## src/rtl/subt_16bit_pkg.sv

```systemverilog
// Shared constants and types for the registered 16-bit subtractor.
package subt_16bit_pkg;

    localparam int SUB_WIDTH = 16;

    typedef logic [SUB_WIDTH-1:0] word_t;

endpackage

```

## src/rtl/subt_16bit_full_subtractor.sv

```systemverilog
// One-bit full-subtractor cell: d = a - b - bin, with borrow-out.
module subt_16bit_full_subtractor (
    input  logic a,
    input  logic b,
    input  logic bin,
    output logic d,
    output logic bout
);

    assign d    = a ^ b ^ bin;
    assign bout = (~a & b) | (~a & bin) | (b & bin);

endmodule

```

## src/rtl/subt_16bit.sv

```systemverilog
// Registered WIDTH-bit ripple-borrow subtractor: difference = a - b - cin.
module subt_16bit
    import subt_16bit_pkg::*;
#(
    parameter int WIDTH = SUB_WIDTH
) (
    input  logic             clk,
    input  logic             rst_n,
    input  logic             in_valid,
    input  logic [WIDTH-1:0] a,
    input  logic [WIDTH-1:0] b,
    input  logic             cin,
    output logic [WIDTH-1:0] difference,
    output logic             borrow,
    output logic             out_valid
);

    logic [WIDTH:0]   bw;
    logic [WIDTH-1:0] d;

    assign bw[0] = cin;

    for (genvar i = 0; i < WIDTH; i++) begin : g_cell
        subt_16bit_full_subtractor u_fs (
            .a    (a[i]),
            .b    (b[i]),
            .bin  (bw[i]),
            .d    (d[i]),
            .bout (bw[i+1])
        );
    end

    // Result registers hold their value while no new operands arrive.
    always_ff @(posedge clk) begin
        if (!rst_n) begin
            difference <= '0;
            borrow     <= 1'b0;
            out_valid  <= 1'b0;
        end else begin
            out_valid <= in_valid;
            if (in_valid) begin
                difference <= d;
                borrow     <= bw[WIDTH];
            end
        end
    end

endmodule

```

## config.mk

```make
export PLATFORM = sky130hd
export DESIGN_NAME = subt_16bit
export DESIGN_NICKNAME = d
export VERILOG_FILES = /design/src/rtl/subt_16bit_pkg.sv /design/src/rtl/subt_16bit_full_subtractor.sv /design/src/rtl/subt_16bit.sv
export SDC_FILE = /design/constraint.sdc
export NUM_CORES = 1
export LEC_CHECK = 0
export CAP_MARGIN = 30
export CORE_UTILIZATION = 44
export CTS_BUF_LIST = sky130_fd_sc_hd__clkbuf_2 sky130_fd_sc_hd__clkbuf_4 sky130_fd_sc_hd__clkbuf_8
export CTS_CLUSTER_SIZE = 28
export DETAILED_ROUTE_END_ITERATION = 6
export PLACE_DENSITY = 0.87
export SYNTH_ARGS = -nofsm -noshare
export SYNTH_HDL_FRONTEND = slang
export SYNTH_SLANG_ARGS = --single-unit
```

## constraint.sdc

```tcl
create_clock -name clk -period 15.5 [get_ports clk]
set_clock_uncertainty 0.2 [all_clocks]
set_input_delay 1.55 -clock clk [delete_from_list [all_inputs] [get_ports clk]]
set_output_delay 1.55 -clock clk [all_outputs]
set_load 0.05 [all_outputs]
```

==> run metrics, run 1 <==
status complete, no violations; Hold Path Cell Cnt 1; Synth area leaders dfxtp_1 34%, fa_1 30%, o211a_1 14%, inv_1 6.7%, nand2_1 5.3%; full die area 2620 sq um; Yosys top cell area share 33.8%; data required time of the worst path 15,490 ps; length of the first detailed-routing pass in iterations 3; crit path launch type primary input; Setup-failing EPs final 0; TritonCTS clock tree done; HP Class reg2reg; RSZ-0062 raised after global routing false; Core Region 2250 sq um; Detailed Place HPWL approximately 1.9 mm; Inst Count DP 170; vias in the first global route 838; io pins 54; Syn Inst Count 94; layout cells sized above 1 3.42%; Syn Nets 146; H-tree level count 1; Worst setup EP type flop; final cycle utilization of the critical path 55.0%; via count 803; Hold Fails Final Rpt 0; Pins Over Slew Limit 0; DRC 0; Critical Path, Cell by Cell clkdlybuf4s50_1 > fa_1 > inv_1 > fa_1 > fa_1 > fa_1 > fa_1 > fa_1 > fa_1 > fa_1 > fa_1 > fa_1 > fa_1 > fa_1 > fa_1 > fa_1 > fa_1 > inv_1 > fa_1 > mux2i_1 > nor2b_1; Worst Max-Slew Pin Slew roughly 580 ps; Slew HR 61.1%; Synth Cell Area 1060 sq um; Crit path depth 21; Non-Filler Instances 174; CTS Buffer Depth 2; row count 17; Die X between 50 and 60 microns; fin nets 199; Lkg Pwr 0.806 nW; antenna violations before repair 0; gr ovfl total 0; highest clock rate 117 MHz; Sink Count 18; Skew-Pair Late Insertion Delay 290 ps; CP top delay family adder cells; number of port buffers 53; initial core utilization 47.2%; First DRT Iteration DRCs 5; PwrDens 83.4 nW/um^2; All-Layer GR Usage 19.7%; vias per cell 4.61; global-route wire length before repair 3.77 mm; Buf/Inv on CP 3; post-synth top area cell dfxtp_1; sequential share of the synthesized area between 30 and 40%; Max Cap Viol 0; Total Wirelength 2.25 mm; post-CTS sizing 0; worst reg-to-reg path cell count 1; CTS Root Cell clkbuf_4; post-synthesis register bit count 18; Worst EP arrival 8510 ps; crit-path max FO 1; Area growth, synth to finish 52.8%; Final ANT Viol Nets 0; post-CTS setup buffers 0; largest net degree at the start of global routing 31; most frequent cell on the critical path fa_1; peak supply drop 0.0561 mV; hold_buf cts 0; library cells used by synthesis 11; Placer Congestion 0.727; syn_area_per_cell 11.3 sq um; Crit path largest cell delay 500 ps; Crit-path slowest cell clkdlybuf4s50_1; fin crit period 8520 ps; CTS Buf Count 3; die height ~51 microns; ant diodes 0; kind of critical path in2reg; clock-pin slew on the worst setup and hold paths 100 ps; synth warn 0; WL/cell 12.9 microns; Setup TNS Final 0 ps
[synthesized netlist by cell type]
library cell	number
buf_8	2
dfxtp_1	18
and2_1	1
buf_6	2
nor2b_1	2
o211a_1	15
inv_1	19
mux2i_1	2
buf_4	2
nand2_1	15
fa_1	16
[worst paths after layout]
kind	slack, ps	start	end
min reg2reg	290	difference[12]$_SDFFE_PN0P_	difference[12]$_SDFFE_PN0P_
max reg2reg	14670	difference[13]$_SDFFE_PN0P_	difference[13]$_SDFFE_PN0P_
min	290	difference[12]$_SDFFE_PN0P_	difference[12]$_SDFFE_PN0P_
max	6980	a[0]	difference[15]$_SDFFE_PN0P_
[layout make-up]
cell class	count	area [sq um]
Tap cell	28	35.0
Clock buffer	4	36.3
Inverter	19	71.3
Fill cell	178	628
Sequential cell	18	360
Multi-Input combinational cell	51	566
Timing Repair Buffer	54	558
[layer usage]
metal | up-vias | track usage [%] | wire length, microns
met2 | 33 | 34.9 | 1140
met4 | 0 | 8.33 | 19
li1 | 394 | - | -
met5 | - | 0 | 0
met3 | 2 | 2.38 | 148
met1 | 374 | 23.8 | 939
[where the power goes]
part / internal, mW / switching [mW]
combinational: 0.0248 / 0.0297
clock: 0.0143 / 0.0137
sequential: 0.0508 / 0.00228
total: 0.0899 / 0.0457
[per-stage QoR]
stage,util (%),worst slack (ps),hold slack [ps],power [mW],cell area [sq um]
floorplan,-,7460,543,0.0868,1060
global placement,69.3,6850,260,0.106,1560
detailed placement,70.5,6670,267,0.109,1590
CTS,72.1,6960,291,0.137,1630
global route,72.1,6740,310,0.144,1630
finish,72.1,6980,289,0.136,1630
[flip-flops by register name, indices dropped and copies added, names as in the netlist]
signal,flops
out_valid,1
borrow,1
difference,16
[logic make-up (layout without fill, tap and decap cells)]
logic type | count (synthesis) | count (layout) | synth area share (%)
compound gates | 15 | 15 | 14.1
fa+ha+maj | 16 | 16 | 30.1
buf+inv | 25 | 77 | 13.0
flops | 18 | 18 | 33.8
mux | 2 | 2 | 1.88
simple gates | 18 | 18 | 7.05
[placed cells by master (no fill, tap or decap)]
cell type and count:
clkdlybuf4s50_1 53, inv_1 19, dfxtp_1 18, fa_1 16
nand2_1 15, o211a_1 15, clkbuf_4 3, mux2i_1 2
nor2b_1 2, and2_1 1, clkbuf_8 1, buf_16 1
No activity file was read; power rests on OpenSTA's default activity.
==> inputs of run 2 (changes only) <==
--- a/config.mk
+++ b/config.mk
@@ -6,11 +6,11 @@
 export NUM_CORES = 1
 export LEC_CHECK = 0
 export CAP_MARGIN = 30
-export CORE_UTILIZATION = 44
+export CORE_UTILIZATION = 37
 export CTS_BUF_LIST = sky130_fd_sc_hd__clkbuf_2 sky130_fd_sc_hd__clkbuf_4 sky130_fd_sc_hd__clkbuf_8
 export CTS_CLUSTER_SIZE = 28
 export DETAILED_ROUTE_END_ITERATION = 6
-export PLACE_DENSITY = 0.87
+export PLACE_DENSITY = 0.78
 export SYNTH_ARGS = -nofsm -noshare
 export SYNTH_HDL_FRONTEND = slang
 export SYNTH_SLANG_ARGS = --single-unit
==> constraint.sdc (replaced) <==
create_clock -name clk -period 7.2 [get_ports clk]
set_clock_uncertainty 0.2 [all_clocks]
set_input_delay 0.72 -clock clk [delete_from_list [all_inputs] [get_ports clk]]
set_output_delay 0.72 -clock clk [all_outputs]
set_load 0.05 [all_outputs]
==> run 2 against run 1 <==
  * Non-clock buffer count stayed put
  * First-iteration DRC count grew to 3.2 times the previous value
  * Sequential cell count unchanged
  * Global-route usage fell by 4.5 points
  * Utilization decreased by 12 points
  * Sequential power is 120% higher
  * Highest routed layer unchanged
==> run metrics, run 2 (synthesized netlist as in run 1, its figures left out) <==
status complete, no violations (unchanged); PnR worst setup slack 121 ps (was 6980 ps); Final ANT Viol Nets 0 (unchanged); Core Region 2730 sq um (was 2250 sq um); CTS Root Cell clkbuf_4 (unchanged); Lkg Pwr 0.800 nW (was 0.806 nW); worst reg-to-reg path cell count 1 (unchanged); io pins 54 (unchanged); clock-pin slew on the worst setup and hold paths 100 ps (about the same); Setup TNS Final 0 ps (unchanged); sequential fraction of design power 39.4% (was 39.1%); Pwr Total 0.290 mW (was 0.136 mW); peak supply drop 0.104 mV (was 0.0561 mV); crit-path max FO 1 (unchanged); fin crit period between 7000 and 8000 ps; TritonCTS clock tree done (unchanged); Sink Count 18 (unchanged); row count 19 (was 17); PwrDens 176 nW/um^2 (was 83.4 nW/um^2); die height 55.6 microns (was 51.2 microns); crit path launch type primary input (unchanged); First DRT Iteration DRCs 16 (was 5); Die X 55.6 microns (was 51.2 microns); ant diodes 0 (unchanged); Comb power frac 40.1% (was 40.2%); DRC 0 (unchanged); HP Class reg2reg (unchanged); layout cells sized above 1 11.6% (was 3.42%); Area growth, synth to finish 55.0% (was 52.8%); switching part of the total 33.2% (was 33.7%); RSZ-0062 raised after global routing false (unchanged); final cycle utilization of the critical path 98.3%; full die area 3100 sq um (was 2620 sq um); Detailed Place HPWL 1.68 mm (was 1.86 mm); Max Cap Viol 0 (unchanged); length of the first detailed-routing pass in iterations 4 (was 3); CTS Buf Count 3 (unchanged); vias in the first global route 855 (was 838); Skew-Pair Late Insertion Delay 280 ps (was 290 ps); filler cell count 247 (was 178); Pins Over Slew Limit 0 (unchanged); Hold Path Cell Cnt 1 (unchanged); Worst Max-Slew Pin Slew 654 ps (was 582 ps); number of port buffers 53 (unchanged); antenna violations before repair 0 (unchanged); vias per cell 4.69 (was 4.61); fin nets 199 (unchanged); H-tree level count 1 (unchanged); max reg flops 16 (unchanged); Regs by FF count difference x16, borrow x1, out_valid x1 (unchanged); data required time of the worst path 7180 ps (was 15,490 ps); CTS Buffer Depth 2 (unchanged); Placer Congestion 0.745 (was 0.727); All-Layer GR Usage 15.2% (was 19.7%); Slew HR 56.2% (was 61.1%); highest clock rate 141 MHz; largest net degree at the start of global routing 19 (was 31); Clk pwr share 20.5% (was 20.7%); NetSw 0.0964 mW (was 0.0457 mW); most frequent cells in the layout 52 x clkdlybuf4s50_1, 19 x inv_1, 18 x dfxtp_1 (was 53 x clkdlybuf4s50_1, 19 x inv_1, 18 x dfxtp_1); commonest non-fill, non-tap cell in the layout clkdlybuf4s50_1 (unchanged); WL/cell 11.9 microns (was 12.9 microns); Setup-failing EPs final 0 (unchanged); via count 831 (was 803); Power Internal 0.194 mW (was 0.0899 mW); pre-CTS setup slack -732 ps (was 6670 ps); Top reg by flops difference (unchanged); kind of critical path in2reg (unchanged); initial core utilization 38.9% (was 47.2%); global-route wire length before repair 3.65 mm (was 3.77 mm); Worst setup EP type flop (unchanged); Worst EP arrival 7060 ps (was 8510 ps); gr ovfl total 0 (unchanged); Total Wirelength 2.10 mm (was 2.25 mm); post-CTS setup buffers 0 (unchanged); Hold Fails Final Rpt 0 (unchanged)
==> run 2: stage by stage <==
stage               hold WS [ps]  std cells  util, %  instance area, sq um
finish                       292        177     60.4                  1650
CTS                          297        177     60.1                  1640
detailed placement           267        173     57.9                  1580
global route                 316        177     60.4                  1650
floorplan                    543         94        -                  1070
global placement             263        172     57.4                  1570
==> run 2: cell type report <==
| class | instances | area, sq um | area share [%] |
|---|---|---|---|
| Tap cell | 31 | 38.8 | 2.35 |
| Timing Repair Buffer | 54 | 548 | 33.2 |
| Inverter | 19 | 71.3 | 4.32 |
| Clock buffer | 4 | 36.3 | 2.20 |
| Multi-Input combinational cell | 51 | 596 | 36.1 |
| Sequential cell | 18 | 360 | 21.8 |
==> run 2: routing by layer <==
| metal | track usage [%] | part of all wire, % |
|---|---|---|
| met4 | 3.21 | 0.29 |
| met3 | 4.88 | 7.9 |
| met2 | 27.9 | 54 |
| met1 | 17.2 | 38 |
| met5 | 0 | 0 |
==> run 2: power groups by stage <==
stage	Clock, mW	Sequential [mW]	Combinational, mW
2_1_floorplan	0	0.150	0.0372
3_3_place_gp	0	0.116	0.111
3_5_place_dp	0	0.117	0.115
4_1_cts	0.0628	0.114	0.117
5_1_grt	0.0694	0.116	0.127
6_report	0.0594	0.114	0.116
==> run 2: worst max-delay path, stage by stage <==
cell	delay (ps)
clkdlybuf4s50_1	400
inv_1	70
fa_1	170
inv_1	50
fa_1	380
fa_2	350
fa_2	350
fa_2	340
fa_2	350
fa_2	360
fa_2	350
fa_2	350
fa_2	360
fa_2	350
fa_2	360
fa_2	360
fa_2	340
fa_1	360
inv_1	80
fa_1	400
mux2i_1	140
nor2b_1	60
==> run 2: final timing paths <==
kind                                    from                     endpoint  slack (ps)
hold / removal    difference[7]$_SDFFE_PN0P_   difference[7]$_SDFFE_PN0P_         290
hold reg to reg   difference[7]$_SDFFE_PN0P_   difference[7]$_SDFFE_PN0P_         290
setup reg to reg  difference[9]$_SDFFE_PN0P_   difference[9]$_SDFFE_PN0P_        6360
setup / recovery                        b[0]  difference[15]$_SDFFE_PN0P_         120
==> run 2: repair_timing <==
| action | 4_1_cts | 5_1_grt |
|---|---|---|
| hold buffers | 0 | 0 |
| endpoints found under the setup margin | 3 | 1 |
| pin swaps | 0 | 0 |
| resized for setup | 9 | 3 |
